==> src/rtl/cache_controller.sv <==
// Cache controller FSM: zero-wait hits in CHECK, dirty-victim writeback, then line fill.
// Hit latency 0 cycles; miss latency = writeback cycles + fill cycles + 1.
// The CPU request is held until mem_resp; physical memory stalls by withholding pmem_resp.
module cache_controller #(
    parameter int CTR_W = 16
) (
    input  logic             clk,
    input  logic             rst,
    input  logic             mem_read,
    input  logic             mem_write,
    output logic             mem_resp,
    output logic             pmem_read,
    output logic             pmem_write,
    input  logic             pmem_resp,
    input  logic             hit,
    input  logic             dirty_out,
    output logic             tag_load,
    output logic             valid_load,
    output logic             dirty_load,
    output logic             dirty_in,
    output logic [1:0]       writing,
    input  logic             ctr_clear,
    output logic [CTR_W-1:0] hit_count,
    output logic [CTR_W-1:0] miss_count,
    output logic [CTR_W-1:0] wb_count
);

    typedef enum logic [1:0] {CHECK, WRITEBACK, ALLOCATE} state_t;

    state_t state;
    logic   req;
    logic   hit_inc;
    logic   miss_inc;
    logic   wb_inc;

    assign req = mem_read | mem_write;

    // Outputs depend on the live inputs so a hit completes in the cycle it is presented.
    always_comb begin
        mem_resp   = 1'b0;
        pmem_read  = 1'b0;
        pmem_write = 1'b0;
        tag_load   = 1'b0;
        valid_load = 1'b0;
        dirty_load = 1'b0;
        dirty_in   = 1'b0;
        writing    = 2'b11;
        hit_inc    = 1'b0;
        miss_inc   = 1'b0;
        wb_inc     = 1'b0;
        if (!rst) begin
            case (state)
                CHECK: begin
                    if (req && hit) begin
                        mem_resp = 1'b1;
                        hit_inc  = 1'b1;
                        if (mem_write) begin
                            writing    = 2'b01;
                            dirty_load = 1'b1;
                            dirty_in   = 1'b1;
                        end
                    end else if (req) begin
                        miss_inc = 1'b1;
                        wb_inc   = dirty_out;
                    end
                end
                WRITEBACK: begin
                    pmem_write = 1'b1;
                    if (pmem_resp) begin
                        dirty_load = 1'b1;
                    end
                end
                ALLOCATE: begin
                    pmem_read = 1'b1;
                    if (pmem_resp) begin
                        writing    = 2'b00;
                        tag_load   = 1'b1;
                        valid_load = 1'b1;
                        dirty_load = 1'b1;
                    end
                end
                default: ;
            endcase
        end
    end

    always_ff @(posedge clk) begin
        if (rst) begin
            state      <= CHECK;
            hit_count  <= '0;
            miss_count <= '0;
            wb_count   <= '0;
        end else begin
            case (state)
                CHECK: begin
                    if (miss_inc) begin
                        state <= dirty_out ? WRITEBACK : ALLOCATE;
                    end
                end
                WRITEBACK: begin
                    if (pmem_resp) begin
                        state <= ALLOCATE;
                    end
                end
                ALLOCATE: begin
                    if (pmem_resp) begin
                        state <= CHECK;
                    end
                end
                default: state <= CHECK;
            endcase

            if (ctr_clear) begin
                hit_count  <= '0;
                miss_count <= '0;
                wb_count   <= '0;
            end else begin
                if (hit_inc && hit_count != '1) begin
                    hit_count <= hit_count + CTR_W'(1);
                end
                if (miss_inc && miss_count != '1) begin
                    miss_count <= miss_count + CTR_W'(1);
                end
                if (wb_inc && wb_count != '1) begin
                    wb_count <= wb_count + CTR_W'(1);
                end
            end
        end
    end

endmodule

==> config.mk <==
export PLATFORM = sky130hd
export DESIGN_NAME = cache_controller
export DESIGN_NICKNAME = d
export VERILOG_FILES = /design/src/rtl/cache_controller.sv
export SDC_FILE = /design/constraint.sdc
export NUM_CORES = 1
export LEC_CHECK = 0
export CAP_MARGIN = 25
export CORE_MARGIN = 5
export CORE_UTILIZATION = 25
export CTS_CLUSTER_SIZE = 20
export DETAILED_ROUTE_END_ITERATION = 8
export GPL_TIMING_DRIVEN = 0
export PLACE_DENSITY_LB_ADDON = 0.1
export SKIP_CTS_REPAIR_TIMING = 1
export SKIP_LAST_GASP = 1
export SLEW_MARGIN = 20
export SYNTH_ARGS = -nofsm -noshare
export SYNTH_HDL_FRONTEND = slang
export SYNTH_SLANG_ARGS = --single-unit
==> constraint.sdc <==
create_clock -name clk -period 2.81 [get_ports clk]
set_input_delay 0.4215 -clock clk [delete_from_list [all_inputs] [get_ports clk]]
set_output_delay 0.4215 -clock clk [all_outputs]
set_load 0.05 [all_outputs]
* After elaboration in Yosys (flattened, before gate mapping) *
Index checks and enable logic that the tools add are counted.
Widths: inputs -> output; s select.

operators by class
  muxes and demuxes = 34
  bitwise gates (word level) = 1
  shift-type cells = 0
  $mul = 0
  order comparisons = 0
  divide/modulo/power cells = 0
  eq/ne operators = 8
  reduce and logical (&&, ||, !) cells = 8
  add/subtract/negate cells = 3

operator list
  operator               count
  $add 16x1->16 const B  3
  $ne 16x16->1 const B   3
  $mux 1                 23
  $mux 2                 8
  $ne 2x2->1 const B     3
  $pmux 2 s3             1
  $logic_and 1x1->1      4
  $pmux 2 s2             1
  $reduce_or 2->1        2
  $reduce_and 3->1       1
  $eq 2x1->1 const B     1
  $eq 2x2->1 const B     1
  $logic_not 2->1        1
  $pmux 1 s2             1
  $or 1x1->1             1

storage, ports and cells
  RAM bits = 0
  latch bits = 0
  output and inout port bits = 57
  word-level logic and storage cells = 58
  bits in read-only memories = 0
  register bits after elaboration = 50
  memories = 0
  input bits = 8

* Logic depth before layout (Yosys ltp) *
Gate-level depths: netlist (run 1).

  depth after elaboration = 7
  depth in mapped cells = 8
  mapped depth without buffers = 6

* Worst setup path before layout (run 1) *
No wires, ideal clock.

  path kind = input-to-output
  start = input port rst
  end = output port writing[0]
  required time = 2389 ps
  data arrival time = 1981 ps
  stages = 4
  path slack = 407 ps
  cell sequence = buf_6 -> and2b_1 -> and2_1 -> nand2_1

on the way
  longest elaborated chain between the ends = 1

RTL lines
  element          line  RTL
  start, declared  8     input logic rst,
  $mux 2           51    if (!rst) begin
  end, declared    21    output logic [1:0] writing,

No other way between the ends.

* Worst setup path in the final report (run 1) *
  start = register state[0]
  end = output port dirty_in

on the way
  longest elaborated chain between the ends = 3

RTL lines
  element                 line  RTL
  start, declared         30    state_t state;
  start signal, assigned  97    state <= dirty_out ? WRITEBACK : ALLOCATE;
  $logic_not 2->1         52    case (state)
  $mux 1                  52
  $mux 1                  51
  end, declared           20    output logic dirty_in,

No other way between the ends.

==> reports/results.ini, run 1 <==
[run_status]
status = finished, final reports clean

[global_route]
grt_pass1_vias = 2739
antenna_found_initial = 0
gr-total-overflow = 0
grt_pass1_wl_um = 15000
grt_usage_pct = 14.0
grt_max_degree = 15

[pwr]
p_leak_nw = 1.25
peakVddDrop_v = 0.000223
power_density_nw_per_um2 = 433

[critical_path]
required_ns = 2.39
slowest_delay_ns = 0.81
timing.critical_path.buf_inv = 3
path_cells = inv_1, ha_1, buf_2, nand3_1, nor2_1, clkdlybuf4s50_1
cp.arrival_ns = 2.22
cp_top_family = buffers and inverters
cp-end-kind = primary output
crit_type = flop to primary output
cp_max_fo = 10
cp-start-kind = flop
crit_slowest_cell = clkdlybuf4s50_1

[logic_synthesis]
ys_types = 46
synth_area_um2 = 2870
async_flop_share_pct = 0
ys_ff_latch = 50
synth_fp_nets = 366
ys_seq_area_share_pct = 34.9
syn_inst = 351
yosys_warnings = 0
avgSynthCellArea_um2 = 8.17
synth_edf_count = 0
synth_ff_type = dfxtp_1

[sta]
rsz0062_at_grt = false
maxSlewViolCount = 0
setup_violations = 0
min_period_ns = 2.64
max_freq_mhz = 379
timing.final.hold_violations = 0
timing.final.crit_share_pct = 94.0
max_slew_margin_pct = 34.9
worstMarginPinSlew_ns = 0.970
skew_ns = 0.00930

[drt]
routedWlPerCell_um = 16.7
ant_nets = 0
drt_pass1_iterations = 6
vias = 2977
wirelength_um = 9440
drc = 0
via_per_inst = 5.28
drt_iter0_markers = 124

[clock_network]
cts_buffers = 5
root_buffer = clkbuf_16
cts_tree = done
cts_num_sinks = 50
clock_path_buffers = 2
cts.clk_slew.worst_paths_ns = 0.07
cts.htree.levels = 2
clk_latency_ns = 0.30

[floorplan]
dieArea_um2 = 13700
std_cell_rows = 39
num_io_pins = 65
die_w_um = 117
die_height_um = 117
initial_core_util_pct = 25.3
core_um2 = 11300

[place]
dp_hpwl_um = 6960
dpl-instance-area_um2 = 3670
gp_routability_congestion = 0.829
port-buffer-count = 62

[final_layout]
syn_to_final_growth_pct = 34.0
design_area_um2 = 3840
nets = 435
n_fill_cell = 1239
diodes = 0
utilization_pct = 34.0
layout-drive-gt1-share_pct = 4.28

[min_path]
hp-class = flop to flop

[flow_run]
max_cap_violations = 0

==> final cells by class <==
cell class | instances | area, µm² | share of cell area (%)
Clock inverter | 1 | 30.0 | 0.781
Buffer | 20 | 92.6 | 2.41
Clock buffer | 7 | 133 | 3.45
Tap cell | 143 | 179 | 4.65
Multi-Input combinational cell | 272 | 1750 | 45.4
Sequential cell | 50 | 1000 | 26.0
Inverter | 9 | 33.8 | 0.879
Timing Repair Buffer | 62 | 628 | 16.3
==> registers in the layout, summed over array words and instances (netlist names) <==
| signal | flops |
|---|---|
| miss_count | 16 |
| state | 2 |
| wb_count | 16 |
| hit_count | 16 |
==> worst paths after layout <==
path	slack, ns	depth (start not counted)	startpoint	to
max	0.17	6	state[0]	dirty_in
min	0.51	2	miss_count[11]	miss_count[11]
max reg2reg	0.47	8	state[0]	miss_count[5]
min reg2reg	0.51	2	miss_count[11]	miss_count[11]
==> tightest hold or removal path: stages, from the launching register on <==
cell and delay [ns]:
dfxtp_1 0.35, nand2_1 0.07, mux2i_1 0.05
==> Yosys cell counts, types with 3 or more instances <==
| cell type | number | area, µm² |
|---|---|---|
| dfxtp_1 | 50 | 1000 |
| nand2_1 | 42 | 158 |
| a21oi_1 | 22 | 110 |
| or3_1 | 22 | 138 |
| nand4_1 | 16 | 100 |
| mux2i_1 | 15 | 150 |
| nand3_1 | 15 | 75.1 |
| clkbuf_1 | 13 | 48.8 |
| or4_1 | 13 | 97.6 |
| nor2_1 | 12 | 45.0 |
| o21ai_0 | 12 | 60.1 |
| nor3_1 | 11 | 55.1 |
| and4_1 | 10 | 87.6 |
| o31ai_1 | 10 | 75.1 |
| inv_1 | 9 | 33.8 |
| a211oi_1 | 8 | 60.1 |
| nor4_1 | 8 | 50.1 |
| and2_1 | 7 | 43.8 |
| ha_1 | 7 | 87.6 |
| a31oi_1 | 6 | 37.5 |
| buf_2 | 5 | 25.0 |
| a41o_1 | 3 | 30.0 |
| o211ai_1 | 3 | 22.5 |
| o311ai_0 | 3 | 26.3 |
==> kinds of logic (layout without fill, tap and decap cells) <==
group	count (synthesis)	in the layout	share of synthesized area, %
simple gates	170	170	33.7
flops	50	50	34.9
compound gates	80	80	18.7
fa+ha+maj	7	7	3.05
buf+inv	29	99	4.41
mux	15	15	5.24
==> through the flow <==
stage | setup WS, ns | TNS, ns | power, mW | instances | hold WS [ns]
after floorplan | 0.407 | 0 | 0.890 | 351 | 0.484
after global placement | -0.0116 | -0.0116 | 0.967 | 556 | 0.490
after detailed placement | 0.0246 | 0 | 0.968 | 556 | 0.506
after CTS | -0.00338 | -0.00338 | 1.69 | 564 | 0.517
after global routing | 0.0174 | 0 | 1.73 | 564 | 0.540
final | 0.168 | 0 | 1.66 | 564 | 0.514
==> per-layer routing <==
metal | GRT usage [%] | part of all wire (%)
met1 | 19.8 | 50
met2 | 21.1 | 44
met3 | 3.29 | 5.4
met4 | 4.51 | 1.3
met5 | 0 | 0
==> placed cells by master (no fill, tap or decap), drive strengths merged, types with 2 or more instances in the layout <==
cell           synthesis  layout
o311ai                 3       3
and4                  10      10
a211oi                 8       8
buf                    7       7
nand4                 17      17
and4b                  2       2
nor4b                  2       2
ha                     7       7
nor2b                  2       2
mux2i                 15      15
nand2                 42      42
o21ai                 12      12
clkbuf                13      20
nor2                  12      12
o41ai                  2       2
dfxtp                 50      50
and2                   7       7
o211ai                 3       3
nor3                  11      11
or4                   13      13
nor4                   8       8
inv                    9       9
a311oi                 2       2
dlymetal6s2s           0       3
o31ai                 10      10
a21oi                 22      22
and3                   2       2
clkdlybuf4s50          0      59
or3                   22      22
a41o                   3       3
a31oi                  6       6
a41oi                  2       2
nand3                 15      15
==> power by group <==
| part | total, mW | internal, mW | switching (mW) |
|---|---|---|---|
| sequential | 0.721 | 0.714 | 0.00638 |
| combinational | 0.229 | 0.0752 | 0.153 |
| clock | 0.713 | 0.422 | 0.291 |
| total | 1.66 | 1.21 | 0.451 |
No activity file was read; power rests on OpenSTA's default activity.
==> inputs of run 2 (changes only) <==
Settings changed: CORE_UTILIZATION 25 to 50.
==> run 2 against run 1 <==
Net effect: clock skew is 0.0040 ns higher; sequential share of layout area up 1.0 points; non-clock buffer count is 1 higher; fmax up 0.29%; critical endpoint is now writing[0]; cell area shrank 3.8%; clock power down 29%; power decreased by 13%.
==> reports/results.ini, run 2 (same netlist as run 1, synthesis figures left out) <==
[critical_path]
reg2reg_depth = 8  ; unchanged
cp-end-kind = primary output
r2r-start = state[0]
cp-start-kind = flop
r2r_end = hit_count[13]
rrSetupSlack_ns = 0.48  ; about the same
crit_type = flop to primary output
cp.arrival_ns = 2.21  ; about the same
required_ns = 2.39  ; about the same
cp_max_fo = 4  ; -6

[clock_network]
cts_tree = done
clock_path_buffers = 2  ; unchanged
cts_num_sinks = 50  ; unchanged
cts.clk_slew.worst_paths_ns = 0.10  ; +0.03 ns
cts_buffers = 5  ; unchanged
clk_latency_ns = 0.31  ; about the same
root_buffer = clkbuf_8
cts.htree.levels = 2  ; unchanged

[global_route]
grt_usage_pct = 22.0  ; +8.0 points
grt_max_degree = 15  ; unchanged
grt_pass1_vias = 2754  ; +0.55%
grt_pass1_wl_um = 13300  ; -11%
gr-total-overflow = 0  ; unchanged
antenna_found_initial = 0  ; unchanged

[pwr]
comb_power_share_pct = 15.4  ; +1.7 points
internal_power_mw = 1.06  ; -13%
p_sw_share_pct = 27.2  ; +0.10 points
power_density_nw_per_um2 = 392  ; -9.3%
peakVddDrop_v = 0.000207  ; -7.4%
p_leak_nw = 1.23  ; -1.6%
seqPwrFrac_pct = 49.6  ; +6.2 points
p_switching_mw = 0.395  ; -12%
clkPwrFrac_pct = 34.9  ; -8.0 points

[final_layout]
layout-drive-gt1-share_pct = 4.27  ; -0.010 points
syn_to_final_growth_pct = 28.9
nets = 436  ; +0.23%
diodes = 0  ; unchanged
design_area_um2 = 3700  ; -3.8%
top_regs = hit_count (16), miss_count (16), wb_count (16)
final_cell_mix = 59 x clkdlybuf4s50_1, 50 x dfxtp_1, 42 x nand2_1, 22 x a21oi_1, 22 x or3_1
final_common_cell = clkdlybuf4s50_1

[sta]
skew_ns = 0.0133  ; +0.00403 ns
min_period_ns = 2.63  ; -0.00759 ns
setup_violations = 0  ; unchanged
maxSlewViolCount = 0  ; unchanged
timing.final.crit_share_pct = 93.7  ; -0.27 points
timing.final.hold_violations = 0  ; unchanged
tns_ns = 0  ; unchanged
max_freq_mhz = 380  ; +0.29%
worstMarginPinSlew_ns = 0.862  ; -0.107 ns
rsz0062_at_grt = false
max_slew_margin_pct = 42.1  ; +7.2 points

[drt]
via_per_inst = 6.16  ; +17%
drc = 0  ; unchanged
drt_iter0_markers = 251  ; +100%
drt_pass1_iterations = 5  ; -1
ant_nets = 0  ; unchanged
routedWlPerCell_um = 16.8  ; +0.12%
vias = 3043  ; +2.2%
wirelength_um = 8280  ; -12%

[floorplan]
die_w_um = 85.7  ; -27%
std_cell_rows = 27  ; -31%
num_io_pins = 65  ; unchanged
die_height_um = 85.7  ; -27%
initial_core_util_pct = 51.8  ; +26 points
core_um2 = 5540  ; -51%
dieArea_um2 = 7350  ; -46%

[run_status]
status = finished, final reports clean

[place]
port-buffer-count = 62  ; unchanged
gp_routability_congestion = 0.907  ; +9.4%
dp_hpwl_um = 6060  ; -13%
dpl-instance-area_um2 = 3580  ; -2.5%

[min_path]
holdPathEnd = hit_count[6]
hold_path_depth = 3  ; +1
hp-start = rst
hp-class = primary input to flop

[flow_run]
max_cap_violations = 0  ; unchanged

[run 2: changes by cell type in the layout (fill, tap and decap cells not counted), sizes merged]
cell  previous run  this run
buf              7         8
[run 2: how the worst max path moves through the flow]
stage | slack [ns] | cells past startpoint | from | to
6_report | 0.18 | 6 | state[0] | writing[0]
5_1_grt | 0.06 | 6 | state[0] | writing[0]
4_1_cts | -0.03 | 5 | mem_write | mem_resp
3_5_place_dp | -0.01 | 5 | mem_write | mem_resp
3_3_place_gp | 0.02 | 5 | mem_write | mem_resp
2_1_floorplan | 0.41 | 4 | rst | writing[0]
[run 2: worst max-delay path: stages, from the launching register on]
cell and delay [ns]:
dfxtp_1 0.39, inv_1 0.08, ha_1 0.23, and2b_1 0.17
and2_1 0.18, nand2_1 0.07, clkdlybuf4s50_1 0.79
[run 2: cell type report]
| type | instances | area (µm²) |
|---|---|---|
| clock inverters | 1 | 30.0 |
| plain buffers | 20 | 92.6 |
| inverters | 9 | 33.8 |
| well taps | 72 | 90.1 |
| flip-flops and latches | 50 | 1000 |
| multi-input cells | 272 | 1740 |
| repair buffers | 63 | 633 |
| clock buffers | 7 | 76.3 |
| fillers | 510 | 1840 |
[run 2: metal layers]
| metal | track usage, % | routed length, µm | up-vias |
|---|---|---|---|
| li1 | - | - | 1498 |
| met1 | 29.9 | 3830 | 1421 |
| met2 | 36.1 | 3810 | 111 |
| met3 | 3.75 | 517 | 13 |
| met4 | 5.76 | 127 | 0 |
| met5 | 0 | 0 | - |
[run 2: power groups by stage]
stage	logic, mW	registers, mW	clock network (mW)
global route	0.245	0.722	0.536
finish	0.224	0.720	0.506
global placement	0.220	0.737	0
CTS	0.224	0.720	0.514
floorplan	0.148	0.742	0
detailed placement	0.223	0.737	0
[run 2: per-stage QoR]
stage                     hold WS, ns  setup WS (ns)  total power [mW]  utilization, %  instances
after floorplan                 0.484          0.407             0.890               -        351
after global placement          0.476         0.0159             0.957            64.6        485
after detailed placement        0.492        -0.0126             0.960            64.7        486
after CTS                       0.485        -0.0315              1.46            66.6        494
after global routing            0.527         0.0592              1.50            66.7        494
final                           0.495          0.176              1.45            66.7        494
